$ cat config.mk
export PLATFORM = sky130hd
export DESIGN_NAME = flash_boot_loader
export DESIGN_NICKNAME = d
export VERILOG_FILES = /design/src/rtl/flash_boot_loader_pkg.sv /design/src/rtl/flash_boot_loader.sv
export SDC_FILE = /design/constraint.sdc
export NUM_CORES = 1
export LEC_CHECK = 0
export ABC_AREA = 1
export BUFFER_PORTS_ARGS = -buffer_cell sky130_fd_sc_hd__buf_4
export CAP_MARGIN = 25
export CORE_MARGIN = 4
export CORE_UTILIZATION = 43
export DETAILED_ROUTE_END_ITERATION = 8
export PLACE_DENSITY = 0.77
export REMOVE_ABC_BUFFERS = 1
export SLEW_MARGIN = 20
export SYNTH_ARGS = -nofsm -noshare
export SYNTH_HDL_FRONTEND = slang
export SYNTH_SLANG_ARGS = --single-unit
$ cat constraint.sdc
create_clock -name clk -period 1.3 [get_ports clk]
set_input_delay 0.065 -clock clk [delete_from_list [all_inputs] [get_ports clk]]
set_output_delay 0.065 -clock clk [all_outputs]
set_load 0.1 [all_outputs]
$ cat src/rtl/flash_boot_loader_pkg.sv
// Shared constants and state encoding for the flash-to-SRAM boot copy.
// Base/size constants are also used by the top-level bus mux.
package flash_boot_loader_pkg;

    typedef enum logic [3:0] {
        ST_CMD_SETUP = 4'd0,
        ST_CMD_WE    = 4'd1,
        ST_CMD_HOLD  = 4'd2,
        ST_RD_LO     = 4'd3,
        ST_RD_HI     = 4'd4,
        ST_SR_SETUP  = 4'd5,
        ST_SR_WE     = 4'd6,
        ST_SR_HOLD   = 4'd7,
        ST_DONE      = 4'd8
    } boot_state_e;

    localparam logic [15:0] FLASH_CMD_READ_ARRAY = 16'h00FF;

    localparam logic [22:0] BOOT_FLASH_BASE  = 23'h000000;
    localparam logic [19:0] BOOT_SRAM_BASE   = 20'h00000;
    localparam int          BOOT_WORD_COUNT  = 1024;
    localparam int          BOOT_WAIT_CYCLES = 4;

    // Bits needed to hold 0..n, never less than one bit.
    function automatic int cnt_width(input int n);
        int w;
        w = $clog2(n + 1);
        return (w < 1) ? 1 : w;
    endfunction

endpackage

$ cat src/rtl/flash_boot_loader.sv
// Boot copy engine: puts flash in read-array mode, copies WORD_COUNT
// 32-bit words (two 16-bit reads each) into SRAM, then releases the CPU.
// Ports: clk/rst (sync, active-high); flash* = flash pad bus;
// sram* = base SRAM pad bus; pauseRequest_o stalls the pipeline;
// bootDone_o marks the image resident and hands the buses to the CPU.
module flash_boot_loader
    import flash_boot_loader_pkg::*;
#(
    parameter int          WORD_COUNT  = BOOT_WORD_COUNT,
    parameter logic [22:0] FLASH_BASE  = BOOT_FLASH_BASE,
    parameter logic [19:0] SRAM_BASE   = BOOT_SRAM_BASE,
    parameter int          WAIT_CYCLES = BOOT_WAIT_CYCLES
) (
    input  logic        clk,
    input  logic        rst,
    output logic [22:0] flashAddr_o,
    input  logic [15:0] flashData_i,
    output logic [15:0] flashData_o,
    output logic        flashDataOutEn_o,
    output logic        flashCE_n_o,
    output logic        flashOE_n_o,
    output logic        flashWE_n_o,
    output logic [19:0] sramAddr_o,
    output logic [31:0] sramData_o,
    output logic        sramDataOutEn_o,
    output logic        sramCE_n_o,
    output logic        sramOE_n_o,
    output logic        sramWE_n_o,
    output logic [3:0]  sramBE_n_o,
    output logic        pauseRequest_o,
    output logic        bootDone_o
);

    localparam int CW = cnt_width(WORD_COUNT);
    localparam int WW = cnt_width(WAIT_CYCLES);

    localparam logic [CW-1:0] LAST_K = CW'(WORD_COUNT - 1);
    localparam logic [WW-1:0] LAST_W = WW'(WAIT_CYCLES - 1);

    boot_state_e   state_q, state_d;
    logic [CW-1:0] k_q, k_d;
    logic [WW-1:0] wait_q, wait_d;
    logic [15:0]   lo_q, lo_d;
    logic [15:0]   hi_q, hi_d;

    logic [22:0]   rd_addr;
    logic [19:0]   wr_addr;

    always_ff @(posedge clk) begin
        if (rst) begin
            state_q <= ST_CMD_SETUP;
            k_q     <= '0;
            wait_q  <= '0;
            lo_q    <= '0;
            hi_q    <= '0;
        end else begin
            state_q <= state_d;
            k_q     <= k_d;
            wait_q  <= wait_d;
            lo_q    <= lo_d;
            hi_q    <= hi_d;
        end
    end

    always_comb begin
        state_d = state_q;
        k_d     = k_q;
        wait_d  = wait_q;
        lo_d    = lo_q;
        hi_d    = hi_q;
        unique case (state_q)
            ST_CMD_SETUP: state_d = ST_CMD_WE;
            ST_CMD_WE:    state_d = ST_CMD_HOLD;
            ST_CMD_HOLD: begin
                wait_d  = '0;
                state_d = (WORD_COUNT == 0) ? ST_DONE
                                            : ST_RD_LO;
            end
            ST_RD_LO: begin
                if (wait_q == LAST_W) begin
                    lo_d    = flashData_i;
                    wait_d  = '0;
                    state_d = ST_RD_HI;
                end else begin
                    wait_d = wait_q + 1'b1;
                end
            end
            ST_RD_HI: begin
                if (wait_q == LAST_W) begin
                    hi_d    = flashData_i;
                    wait_d  = '0;
                    state_d = ST_SR_SETUP;
                end else begin
                    wait_d = wait_q + 1'b1;
                end
            end
            ST_SR_SETUP: state_d = ST_SR_WE;
            ST_SR_WE:    state_d = ST_SR_HOLD;
            ST_SR_HOLD: begin
                k_d     = k_q + 1'b1;
                state_d = (k_q == LAST_K) ? ST_DONE
                                          : ST_RD_LO;
            end
            ST_DONE:     state_d = ST_DONE;
            default:     state_d = ST_CMD_SETUP;
        endcase
    end

    // Both address generators wrap at their bus width.
    always_comb begin
        rd_addr = FLASH_BASE + (23'(k_q) << 2);
        if (state_q == ST_RD_HI) begin
            rd_addr = rd_addr + 23'd2;
        end
        wr_addr = SRAM_BASE + 20'(k_q);
    end

    // Outputs decode registered state only; rst forces the idle
    // bus in every cycle it is held.
    always_comb begin
        flashAddr_o      = FLASH_BASE;
        flashData_o      = '0;
        flashDataOutEn_o = 1'b0;
        flashCE_n_o      = 1'b1;
        flashOE_n_o      = 1'b1;
        flashWE_n_o      = 1'b1;
        sramAddr_o       = SRAM_BASE;
        sramData_o       = '0;
        sramDataOutEn_o  = 1'b0;
        sramCE_n_o       = 1'b1;
        sramOE_n_o       = 1'b1;
        sramWE_n_o       = 1'b1;
        sramBE_n_o       = 4'hF;
        pauseRequest_o   = 1'b1;
        bootDone_o       = 1'b0;
        if (!rst) begin
            flashAddr_o = {rd_addr[22:1], 1'b0};
            sramAddr_o  = wr_addr;
            unique case (state_q)
                ST_CMD_SETUP,
                ST_CMD_WE,
                ST_CMD_HOLD: begin
                    flashCE_n_o      = 1'b0;
                    flashData_o      = FLASH_CMD_READ_ARRAY;
                    flashDataOutEn_o = 1'b1;
                    flashWE_n_o      = (state_q != ST_CMD_WE);
                end
                ST_RD_LO,
                ST_RD_HI: begin
                    flashCE_n_o = 1'b0;
                    flashOE_n_o = 1'b0;
                end
                ST_SR_SETUP,
                ST_SR_WE,
                ST_SR_HOLD: begin
                    sramData_o      = {hi_q, lo_q};
                    sramDataOutEn_o = 1'b1;
                    sramCE_n_o      = 1'b0;
                    sramBE_n_o      = 4'h0;
                    sramWE_n_o      = (state_q != ST_SR_WE);
                end
                ST_DONE: begin
                    pauseRequest_o = 1'b0;
                    bootDone_o     = 1'b1;
                end
                default: begin
                    pauseRequest_o = 1'b1;
                end
            endcase
        end
    end

endmodule

Word-level counts from Yosys, hierarchy flattened. Index checks and enable logic that the tools add are counted.

Bits in registers: 50. Bits of input ports: 18. Output and inout port bits: 105. Logic and storage cells: 64.

$add $sub $neg: 3. Equality and inequality tests: 14. Mux-type cells: 33. Reductions and logical operators: 9.

Operator list (number): 32-bit 2-to-1 mux (2); 4-bit case mux with 9 select lines (1); 23-bit 2-to-1 mux (1); 4-bit 2-to-1 mux (5); 1-bit 2-to-1 mux (18); 4-bit by 3-bit == test with 1-bit output, second input constant (4); 8-bit 2-to-1 mux (2); 13-bit by 2-bit adder with 14-bit output, second input constant (1); 14-bit 2-to-1 mux (1); 11-bit by 1-bit adder with 11-bit output, second input constant (1); 11-bit by 10-bit == test with 1-bit output, second input constant (1); 11-bit 2-to-1 mux (1); 4-bit by 2-bit == test with 1-bit output, second input constant (2); 3-bit case mux with 2 select lines (1); 2-bit AND reduction (3); 3-bit OR reduction (2); 5-bit OR reduction (1); 4-bit by 1-bit == test with 1-bit output, second input constant (1); 4-bit == test, second input constant (1); 4-bit zero test (1); 2-bit != test, second input constant (2); 4-bit by 1-bit != test with 1-bit output, second input constant (1); 4-bit by 3-bit != test with 1-bit output, second input constant (1); 3-bit by 1-bit adder with 3-bit output, second input constant (1); other kinds (4) (4).

Logic depth before layout (Yosys ltp).
Depth after elaboration: 4. Depth in mapped cells: 9. Depth with buffers taken out: 9.

Worst setup path after synthesis. OpenSTA, ideal clock, no wires.

Path kind: flip-flop to output port. From: register state_q[3]. To: output port sramData_o[22]. Data arrival time: 3072 ps. Data required time: 1235 ps. Path slack: -1837 ps. Stages on the path, launching flop included: 7. Path buffers: 1. Path through: dfxtp_1 > inv_2 > nand2_4 > nor3_4 > inv_2 > buf_6 > nor2_1.

Cells in the longest elaborated chain, start to end: 4. Elaborated cells between the ends (all ways): 6. Those cells by class: eq/ne (3); mux (2); reduce/logical (1).

Ends and longest elaborated chain: start, declared (RTL line flash_boot_loader.sv:40) `boot_state_e state_q, state_d;`; start signal, assigned (RTL line flash_boot_loader.sv:57) `state_q <= state_d;`; 4-bit by 3-bit == test with 1-bit output (RTL line flash_boot_loader.sv:139) `unique case (state_q)`; 3-bit OR reduction (*) (RTL line flash_boot_loader.sv:139); 32-bit 2-to-1 mux (*) (RTL line flash_boot_loader.sv:139); 32-bit 2-to-1 mux (*) (RTL line flash_boot_loader.sv:136) `if (!rst) begin`; end, declared (RTL line flash_boot_loader.sv:24) `output logic [31:0] sramData_o,`.

Every way passes the cells marked *; elsewhere a longest branch is shown, timed or not.

Final worst setup path.
From: register state_q[3]. To: output port sramData_o[12].

Same word-level chain as after synthesis.

==> metrics.md <==
| Metric | Value |
|---|---|
| Outcome | `complete, but fails checks` |
| Failing checks | `negative setup slack` |
| CTS tree | `built` |
| Syn_area_per_cell | `approximately 7.2 um^2` |
| DRT iter0 DRCs | `100` |
| Dpl cells | `~540` |
| Synth warn | `0` |
| Startpoint Class | `flop` |
| Req. time, crit path | `roughly 1200 ps` |
| GRT Overall Usage | `about a fifth` |
| Final Hold Viols | `0` |
| Cell mode on critical path | `buf_12` |
| Detailed placement HPWL | `roughly 5000 um` |
| Gr ovfl total | `0` |
| Worst Path Arrival | `1670 ps` |
| Clock Tree Root | `clkbuf_8` |
| Max stage delay on crit path | `~350 ps` |
| Register bit total from synthesis | `50` |
| Cts hold-fix bufs | `0` |
| CTS H-Tree Depth | `2` |
| Fillcell total | `285` |
| Synth unique cells | `27` |
| Vias in the first global route | `roughly 2,700` |
| Antenna fix cells | `0` |
| Initial antenna violation count | `0` |
| Final instance area | `5440 um^2` |
| Critical path class | `reg2out` |
| CTS Sinks | `50` |
| Clock Path Buffers | `2` |
| RD Place Congestion | `roughly 0.84` |
| Ports | `~120` |
| Port Buf Inserts | `93` |
| Setup slack after layout | `-437 ps` |
| Vias post-DR | `between 2,000 and 3,000` |
| Inserted Clock Buffers | `5` |
| Post-synth top area cell | `dfxtp_1` |
| Peak supply drop | `1.74 mV` |
| # Max-Cap Violations | `0` |
| Post-route antenna net violation count | `0` |
| Initial Util | `between 40 and 50%` |
| Core ar. | `6350 um^2` |
| Max Slew Vio Count | `0` |
| Synthesized cell area | `2810 um^2` |
| First-pass GRT wire length | `approximately 13,000 um` |
| Layout area overhead | `93.6%` |
| CP Capture Type | `primary output` |
| Clk pin slew, worst setup/hold paths | `around 90 ps` |
| Clk_skew | `just over 5 ps` |
| Leak | `about 2.1 nW` |
| Routed Wire Length | `approximately 11,000 um` |
| Hold Path Class | `in2reg` |
| Crit share post-route | `134%` |
| Post-DR vias/cell | `~5.0` |
| Utilization after layout | `85.6%` |
| Pwr dens | `1110 nW/um^2` |
| DR pass1 iterations | `4` |
| Slowest cell on crit path | `dfxtp_2` |
| Gate Count Post-Synth | `390` |
| RSZ-0062 raised after global routing | `true` |
| Die Width | `slightly below 90 um` |
| Min Tclk post-route | `roughly 1700 ps` |
| Die area | `around 8000 um^2` |
| NumNets Final | `about 530` |
| CP Cell Sequence | `inv_2, nand2_4, nor3_4, inv_4, buf_12, nor2_4, buf_12` |
| Setup violators final | `a little over 100` |
| Largest net degree at the start of global routing | `25` |
| Non-filler cells in the finished layout | `a little under 600` |
| Wire length per cell | `18.1 um` |
| Synth area leaders | `dfxtp_1, buf_4, a21oi_1, nor2_1, inv_1` |
| FMAX | `~580 MHz` |
| Fraction of layout cells with a size suffix above 1 | `roughly three fifths` |
| Clock latency on the worst-skew pair | `approximately 300 ps` |
| Post-route DRC violation count | `0` |
| Share of the synthesized area in the top cell type | `35.7%` |
| Post-DP Area | `between 3000 and 4000 um^2` |
| Die height | `88.8 um` |
| Sequential share of the synthesized area | `35.7%` |
| Critical path fanouts, max | `6` |
| # rows | `29` |
==> per-stage QoR <==
step	total power, mW	hold WS [ps]	setup WS [ps]	setup TNS [ps]
finish	6.02	30.2	-437	-26300
global route	6.21	30.8	-493	-31440
CTS	5.48	31.9	-318	-14050
detailed placement	3.74	347	-101	-2990
global placement	3.72	338	-67.1	-1710
floorplan	2.86	134	-10320	-245660
==> cell usage after synthesis <==
library cell  instances
ha_1                  2
nand3b_2              1
nor3_4                2
dfxtp_1              50
conb_1                2
clkbuf_1              3
a22oi_1               2
o21ai_0              11
nand3_1               9
nor2_1               56
nand2_2               3
nand2_4               4
xor2_1                1
a21oi_1              43
buf_6                 8
nor2_4                4
buf_2                 4
clkinv_2              1
inv_2                10
inv_1                52
nor2_2                1
o21ai_1              29
buf_4                52
nand4_1               3
nand2_1              33
clkbuf_8              1
nor3_1                3
==> flip-flops by register name (all words and copies together) (netlist names) <==
signal,cells
hi_q,16
k_q,11
lo_q,16
state_q,4
wait_q,3
==> final timing paths <==
path / from / to / slack, ps / cells after the start
worst max-delay path: state_q[3]$_SDFFE_PP0P_ / sramData_o[12] / -440 / 7
worst max register to register: state_q[3]$_SDFFE_PP0P_ / hi_q[8]$_SDFFE_PP0P_ / -190 / 9
worst min-delay path: flashData_i[13] / lo_q[13]$_SDFFE_PP0P_ / 30 / 3
worst min register to register: hi_q[5]$_SDFFE_PP0P_ / hi_q[5]$_SDFFE_PP0P_ / 460 / 2
==> area by class of cell <==
type	instances	area, um^2	area share (%)
repair buffers	150	2100	38.6
multi-input cells	238	1850	34.1
flip-flops and latches	50	1010	18.7
inverters	63	267	4.90
well taps	77	96.3	1.77
clock buffers	7	76.3	1.40
clock inverters	1	30.0	0.552
==> placed cells by master, fill, tap and decap left out, types with 6 or more instances in the layout <==
master / n
conb_1: 29
dfxtp_2: 8
buf_12: 59
dfxtp_1: 41
buf_4: 49
a21oi_2: 9
buf_6: 33
inv_2: 8
nand2_4: 7
nand2_1: 24
nand2_8: 6
nor2_1: 13
a21oi_1: 33
nand3_1: 6
nor2_4: 44
inv_1: 49
o21ai_2: 34
==> timing repair <==
item / 4_1_cts / 5_1_grt
endpoints found under the setup margin: 83 / 112
pin swaps: 8 / 27
gates resized for setup: 279 / 134
cloned: 4 / 4
buffers inserted: 8 / 23
==> critical path, delay by kind of cell, from the launching register on <==
kind	cells	cell delay, ps
buffers and inverters	4	580
flip-flops	1	350
AND/OR/NAND/NOR	3	440
==> cells by family after synthesis <==
logic type	synth area share, %
compound gates	15.3
buf+inv	27.2
simple gates	20.4
other cells	0.267
fa+ha+maj	0.891
flops	35.7
xor+xnor	0.312
==> power by group <==
group          switching [mW]  total (mW)  internal [mW]
Clock                   0.532        1.11          0.578
Sequential             0.0452        1.63           1.59
Combinational            2.15        3.28           1.13
==> layer usage <==
metal | wire (um) | GRT usage (%) | vias up
met5 | 0 | 0 | -
met2 | 5900 | 40.8 | 131
met1 | 3720 | 23.9 | 1405
met3 | 504 | 4.19 | 42
li1 | - | - | 1378
met4 | 455 | 5.08 | 0
Power figures use the tool's default switching activity.
